[src/rtl/mc_core_hs.sv]
// mc_core_hs: multicycle MIPS-subset CPU tile. A single memory port with a
// req/ack handshake carries both instruction fetches and lw/sw data. A
// two-process control FSM sequences the datapath. Illegal opcodes and
// misaligned data accesses park the core in a sticky TRAP state.
module mc_core_hs #(
  parameter logic [31:0] RESET_PC         = 32'h0000_0000,
  parameter int          ADDR_W           = 32,
  parameter bit          TRAP_ON_MISALIGN = 1'b1
) (
  input  logic              clk,
  input  logic              rst,
  output logic              mem_req,
  output logic              mem_we,
  output logic [ADDR_W-1:0] mem_addr,
  output logic [31:0]       mem_wdata,
  input  logic [31:0]       mem_rdata,
  input  logic              mem_ack,
  output logic              retire,
  output logic              trap,
  output logic [31:0]       pc_dbg
);

  localparam logic [5:0] OP_RTYPE = 6'h00;
  localparam logic [5:0] OP_J     = 6'h02;
  localparam logic [5:0] OP_JAL   = 6'h03;
  localparam logic [5:0] OP_BEQ   = 6'h04;
  localparam logic [5:0] OP_BNE   = 6'h05;
  localparam logic [5:0] OP_ADDI  = 6'h08;
  localparam logic [5:0] OP_LW    = 6'h23;
  localparam logic [5:0] OP_SW    = 6'h2B;

  localparam logic [5:0] FN_ADD = 6'h20;
  localparam logic [5:0] FN_SUB = 6'h22;
  localparam logic [5:0] FN_AND = 6'h24;
  localparam logic [5:0] FN_OR  = 6'h25;
  localparam logic [5:0] FN_SLT = 6'h2A;

  typedef enum logic [3:0] {
    S_FETCH  = 4'd0,
    S_DECODE = 4'd1,
    S_EXR    = 4'd2,
    S_WBR    = 4'd3,
    S_EXI    = 4'd4,
    S_WBI    = 4'd5,
    S_MADR   = 4'd6,
    S_MRD    = 4'd7,
    S_WBM    = 4'd8,
    S_MWR    = 4'd9,
    S_BR     = 4'd10,
    S_JMP    = 4'd11,
    S_TRAP   = 4'd12
  } state_t;

  state_t      r_state;
  state_t      w_state_nxt;

  logic [31:0] r_pc;
  logic [31:0] r_ir;
  logic [31:0] r_a;
  logic [31:0] r_b;
  logic [31:0] r_aluout;
  logic [31:0] r_mdr;
  logic [31:0] r_rf [0:31];

  logic [5:0]  w_op;
  logic [5:0]  w_funct;
  logic [4:0]  w_rs;
  logic [4:0]  w_rt;
  logic [4:0]  w_rd;
  logic [31:0] w_sext;
  logic [31:0] w_rs_val;
  logic [31:0] w_rt_val;
  logic [31:0] w_pc_plus4;
  logic [31:0] w_br_target;
  logic [31:0] w_jmp_target;
  logic [31:0] w_addr_calc;
  logic        w_misalign;
  logic        w_funct_ok;
  logic        w_br_take;
  logic [31:0] w_data_addr;
  logic [31:0] w_addr_full;

  logic        w_rf_we;
  logic [4:0]  w_rf_waddr;
  logic [31:0] w_rf_wdata;

  // R-type ALU; slt compares as two's complement, everything else wraps.
  function automatic logic [31:0] alu_r(input logic [31:0] a, input logic [31:0] b,
                                        input logic [5:0] fn);
    logic signed [31:0] sa;
    logic signed [31:0] sb;
    sa = a;
    sb = b;
    case (fn)
      FN_ADD:  alu_r = a + b;
      FN_SUB:  alu_r = a - b;
      FN_AND:  alu_r = a & b;
      FN_OR:   alu_r = a | b;
      FN_SLT:  alu_r = (sa < sb) ? 32'd1 : 32'd0;
      default: alu_r = 32'd0;
    endcase
  endfunction

  // Instruction fields and derived values.
  assign w_op    = r_ir[31:26];
  assign w_rs    = r_ir[25:21];
  assign w_rt    = r_ir[20:16];
  assign w_rd    = r_ir[15:11];
  assign w_funct = r_ir[5:0];
  assign w_sext  = {{16{r_ir[15]}}, r_ir[15:0]};

  // r0 is hardwired to zero on read as well as suppressed on write.
  assign w_rs_val = (w_rs == 5'd0) ? 32'd0 : r_rf[w_rs];
  assign w_rt_val = (w_rt == 5'd0) ? 32'd0 : r_rf[w_rt];

  assign w_pc_plus4   = r_pc + 32'd4;
  assign w_br_target  = r_pc + {w_sext[29:0], 2'b00};
  assign w_jmp_target = {r_pc[31:28], r_ir[25:0], 2'b00};
  assign w_addr_calc  = r_a + w_sext;
  assign w_misalign   = |w_addr_calc[1:0];

  assign w_funct_ok = (w_funct == FN_ADD) || (w_funct == FN_SUB) ||
                      (w_funct == FN_AND) || (w_funct == FN_OR)  ||
                      (w_funct == FN_SLT);

  assign w_br_take = ((w_op == OP_BEQ) && (r_a == r_b)) ||
                     ((w_op == OP_BNE) && (r_a != r_b));

  // When misalignment does not trap, data accesses are word-aligned by
  // clearing the low address bits instead.
  assign w_data_addr = TRAP_ON_MISALIGN ? r_aluout : {r_aluout[31:2], 2'b00};
  assign w_addr_full = (r_state == S_FETCH) ? r_pc : w_data_addr;

  assign mem_addr  = w_addr_full[ADDR_W-1:0];
  assign mem_wdata = r_b;
  assign pc_dbg    = r_pc;

  // Control state register.
  always_ff @(posedge clk or negedge rst) begin
    if (!rst) begin
      r_state <= S_FETCH;
    end else begin
      r_state <= w_state_nxt;
    end
  end

  // Next-state decode, handshake outputs and register-file write port.
  always_comb begin
    w_state_nxt = r_state;
    mem_req     = 1'b0;
    mem_we      = 1'b0;
    retire      = 1'b0;
    trap        = 1'b0;
    w_rf_we     = 1'b0;
    w_rf_waddr  = w_rt;
    w_rf_wdata  = r_aluout;
    case (r_state)
      S_FETCH: begin
        mem_req = 1'b1;
        if (mem_ack) w_state_nxt = S_DECODE;
      end
      S_DECODE: begin
        case (w_op)
          OP_RTYPE:      w_state_nxt = w_funct_ok ? S_EXR : S_TRAP;
          OP_ADDI:       w_state_nxt = S_EXI;
          OP_LW, OP_SW:  w_state_nxt = S_MADR;
          OP_BEQ, OP_BNE: w_state_nxt = S_BR;
          OP_J, OP_JAL:  w_state_nxt = S_JMP;
          default:       w_state_nxt = S_TRAP;
        endcase
      end
      S_EXR: w_state_nxt = S_WBR;
      S_WBR: begin
        w_rf_we     = 1'b1;
        w_rf_waddr  = w_rd;
        retire      = 1'b1;
        w_state_nxt = S_FETCH;
      end
      S_EXI: w_state_nxt = S_WBI;
      S_WBI: begin
        w_rf_we     = 1'b1;
        retire      = 1'b1;
        w_state_nxt = S_FETCH;
      end
      S_MADR: begin
        if (w_misalign && TRAP_ON_MISALIGN) begin
          w_state_nxt = S_TRAP;
        end else if (w_op == OP_LW) begin
          w_state_nxt = S_MRD;
        end else begin
          w_state_nxt = S_MWR;
        end
      end
      S_MRD: begin
        mem_req = 1'b1;
        if (mem_ack) w_state_nxt = S_WBM;
      end
      S_WBM: begin
        w_rf_we     = 1'b1;
        w_rf_wdata  = r_mdr;
        retire      = 1'b1;
        w_state_nxt = S_FETCH;
      end
      S_MWR: begin
        mem_req = 1'b1;
        mem_we  = 1'b1;
        if (mem_ack) begin
          retire      = 1'b1;
          w_state_nxt = S_FETCH;
        end
      end
      S_BR: begin
        retire      = 1'b1;
        w_state_nxt = S_FETCH;
      end
      S_JMP: begin
        if (w_op == OP_JAL) begin
          w_rf_we    = 1'b1;
          w_rf_waddr = 5'd31;
          w_rf_wdata = r_pc;
        end
        retire      = 1'b1;
        w_state_nxt = S_FETCH;
      end
      S_TRAP: trap = 1'b1;
      default: w_state_nxt = S_TRAP;
    endcase
    if (w_rf_waddr == 5'd0) w_rf_we = 1'b0;
    // Reset must silence the bus and the retire strobe immediately.
    if (!rst) begin
      mem_req = 1'b0;
      mem_we  = 1'b0;
      retire  = 1'b0;
    end
  end

  // Datapath registers: PC, IR, operand latches, ALU result and memory data.
  always_ff @(posedge clk or negedge rst) begin
    if (!rst) begin
      r_pc     <= RESET_PC;
      r_ir     <= 32'd0;
      r_a      <= 32'd0;
      r_b      <= 32'd0;
      r_aluout <= 32'd0;
      r_mdr    <= 32'd0;
    end else begin
      case (r_state)
        S_FETCH: begin
          if (mem_ack) begin
            r_ir <= mem_rdata;
            r_pc <= w_pc_plus4;
          end
        end
        S_DECODE: begin
          r_a      <= w_rs_val;
          r_b      <= w_rt_val;
          r_aluout <= w_br_target;
        end
        S_EXR:         r_aluout <= alu_r(r_a, r_b, w_funct);
        S_EXI, S_MADR: r_aluout <= w_addr_calc;
        S_MRD: begin
          if (mem_ack) r_mdr <= mem_rdata;
        end
        S_BR: begin
          if (w_br_take) r_pc <= r_aluout;
        end
        S_JMP:   r_pc <= w_jmp_target;
        default: ;
      endcase
    end
  end

  // Register file: one synchronous write port, cleared on reset.
  always_ff @(posedge clk or negedge rst) begin
    if (!rst) begin
      for (int i = 0; i < 32; i++) r_rf[i] <= 32'd0;
    end else if (w_rf_we) begin
      r_rf[w_rf_waddr] <= w_rf_wdata;
    end
  end

endmodule

[config.mk]
export PLATFORM = sky130hd
export DESIGN_NAME = mc_core_hs
export DESIGN_NICKNAME = d
export VERILOG_FILES = /design/src/rtl/mc_core_hs.sv
export SDC_FILE = /design/constraint.sdc
export NUM_CORES = 2
export LEC_CHECK = 0
export BUFFER_PORTS_ARGS = -buffer_cell sky130_fd_sc_hd__buf_2
export CAP_MARGIN = 20
export CELL_PAD_IN_SITES_DETAIL_PLACEMENT = 0
export CELL_PAD_IN_SITES_GLOBAL_PLACEMENT = 1
export CORE_MARGIN = 2
export CORE_UTILIZATION = 30
export DETAILED_ROUTE_END_ITERATION = 6
export PLACE_DENSITY = 0.5
export SLEW_MARGIN = 20
export SYNTH_ARGS = -nofsm -noshare
export SYNTH_HDL_FRONTEND = slang
export SYNTH_SLANG_ARGS = --single-unit
[constraint.sdc]
create_clock -name clk -period 9.2 [get_ports clk]
set_clock_uncertainty 0.1 [all_clocks]
set_input_delay 0.46 -clock clk [delete_from_list [all_inputs] [get_ports clk]]
set_output_delay 0.46 -clock clk [all_outputs]
set_load 0.05 [all_outputs]
==> impl_metrics.ini <==
[clock_tree]
clock_latency_ps = 850
cts_hold_buf = 34
root_buffer = clkbuf_16
ctsHtreeMaxLevel = 4
cts_max_path_buffers = 3
clock_sink_count = 1220
post-cts-setup-buffer-count = 0
cts_resized = 0
cts_tree = done
path_clk_slew_ps = 60
numCtsBuffers = 154

[critical_path]
slowest_stage = nand4_1
r2r-start = r_state[1]$_DFFE_PN0P_
critPathLaunchType = flop
worst-path-buf-inv = 2
rr_worst_depth = 10
critPathLaunch = r_state[1]$_DFFE_PN0P_
crit_fanout = 33
cp.required_ps = 9740
worstSetupEndpointType = flop
path_depth = 10
setup.worst_path.class = flop to flop
cp_cell_sequence = nand2_1 -> nor2_2 -> buf_4 -> nand4_1 -> and2_1 -> nor2_1 -> nand3_4 -> buf_4 -> nand2_1 -> o21ai_0
critPathMaxStageDelay_ps = 920
cp_top_family = simple AND/OR/NAND/NOR gates
r2r_setup_slack_ps = 3730
arrival_ps = 6020

[detailed_routing]
wl_per_cell_um = 29.63
antenna_left = 0
drc = 0
dr.pass1.iters = 6
drt-initial-drc-count = 4696
vias = 53970
vias_per_cell = 5.590
routed_wl_um = 286000

[cells_and_area]
areaGrowthSynthToFinish_pct = 13.20
nets = 6705
fillers = 23040
multiInputGateArea_um2 = 36190
regArea_um2 = 30570
drive_gt1_share_pct = 19.37
finish.utilization_pct = 34.17

[grt]
grt_max_degree = 157
grt_pass1_wl_um = 411900
antenna_found_initial = 11
first_global_vias = 53520
grt_usage_pct = 24.08
overflow = 0

[logic_synthesis]
synth_common_cells = 1,220 x dfrtp_1, 974 x a21oi_1, 955 x nor2_1
netlist.top_cell.by_area = dfrtp_1
ys_warn_count = 0
avgSynthCellArea_um2 = 10.46
synth_seq_cells = 1220
async_flop_share_pct = 100.0
synthCells = 6639
netlist_area_um2 = 69460
netlist.area_leader.share_pct = 43.95
synth-seq-area-share_pct = 43.95
synth_area_leaders = dfrtp_1 44%, mux4_2 18%, a21oi_1 7.0%
post-synth-top-count-cell = dfrtp_1
synthFlopType = dfrtp_1
syn_nets = 6835
synth-edff-count = 0
ys_types = 91

[min_path]
hold_class = input pin to asynchronous set/reset pin

[placement]
gp_congestion = 0.8886
place_hpwl_um = 180300
io_buffer_count = 134

[floorplan]
die_y_um = 485.2
die_w_um = 485.2
die_area_um2 = 235400
design.core.area_um2 = 230100
num_rows = 176
io_pins = 135
start_util_pct = 30.18

[job]
cap_viol_max_count = 0

[power_and_ir_drop]
p_leak_nw = 33.01
peakVddDrop_mv = 0.2227
total_power_mw = 31.46
power_density_nw_per_um2 = 400.0

[timing]
min_period_ps = 5473
grt_setup_unrepaired = false
finalSetupViolCount = 0
clock.fmax_mhz = 182.7
tightest_slew_ps = 1206
fin_crit_sh_pct = 59.49
relSlewSlack_pct = 17.28
hold_viol = 0
tns_ps = 0
slew_viol_final = 0

[status]
status = complete, no violations
==> where the power goes <==
part | internal (mW) | switching, mW | total (mW)
clock network | 3.66 | 2.63 | 6.30
logic | 6.06 | 9.62 | 15.7
registers | 7.25 | 2.23 | 9.48
total | 17.0 | 14.5 | 31.5
==> worst paths after layout <==
path                                           to
min in group clk              r_ir[4]$_DFFE_PN0P_
min                        pc_dbg[10]$_DFFE_PN0P_
max in group asynchronous    r_rf[45]$_DFFE_PN0P_
max                         r_rf[442]$_DFFE_PN0P_
max reg2reg                 r_rf[442]$_DFFE_PN0P_
min reg2reg                r_rf[1005]$_DFFE_PN0P_
==> through the flow <==
stage | std cells | area (um2) | hold WS, ps | setup slack, ps
after detailed placement | 9344 | 73080 | 283.7 | 3862
after floorplan | 6639 | 69460 | 64.41 | 5649
after global routing | 9652 | 78630 | 104.5 | 3493
final | 9654 | 78630 | 62.86 | 3727
after CTS | 9650 | 78600 | 62.40 | 3779
after global placement | 9344 | 73080 | 277.1 | 3931
==> flip-flops by register name (all words and copies together), names as in the netlist <==
register	cells
mem_wdata	32
r_aluout	32
r_state	4
r_ir	32
r_rf	1024
pc_dbg	32
r_a	32
r_mdr	32
==> cell usage in the layout, fill, tap and decap left out, types with 25 or more instances in the layout <==
cell,count
a211oi_1,47
a21o_1,39
a21oi_1,942
a21oi_2,28
a221oi_1,38
a22o_1,44
a31oi_1,27
buf_2,133
buf_4,158
clkbuf_1,31
clkbuf_16,155
clkbuf_8,32
clkinv_2,25
dfrtp_1,1208
dlygate4sd3_1,34
ha_1,157
inv_1,116
mux2_2,66
mux2i_1,132
mux4_2,554
nand2_1,573
nand3_1,43
nor2_1,950
nor3_1,40
o21ai_0,406
o221ai_1,32
o22ai_1,90
o31ai_1,27
xnor2_1,50
==> per-layer routing <==
metal	track usage [%]	wire length, um
met5	0	27
met4	7.092	8342
met3	3.231	13420
met2	39.38	136600
met1	33.23	127600
==> logic make-up after synthesis <==
group / count (synthesis) / synth area share [%]
xor+xnor: 74 / 0.9331
flops: 1220 / 43.95
buf+inv: 741 / 4.372
fa+ha+maj: 161 / 2.943
compound gates: 1880 / 15.61
mux: 753 / 20.95
simple gates: 1810 / 11.24
==> final cells by class <==
class	count	share of cell area, %
Antenna cell	3	0.009547
Clock buffer	218	5.641
Clock inverter	54	0.9388
Inverter	117	0.5585
Multi-Input combinational cell	4678	46.03
Sequential cell	1220	38.88
Tap cell	3026	4.815
Timing Repair Buffer	338	3.128
(Power assumes the default switching activity.)
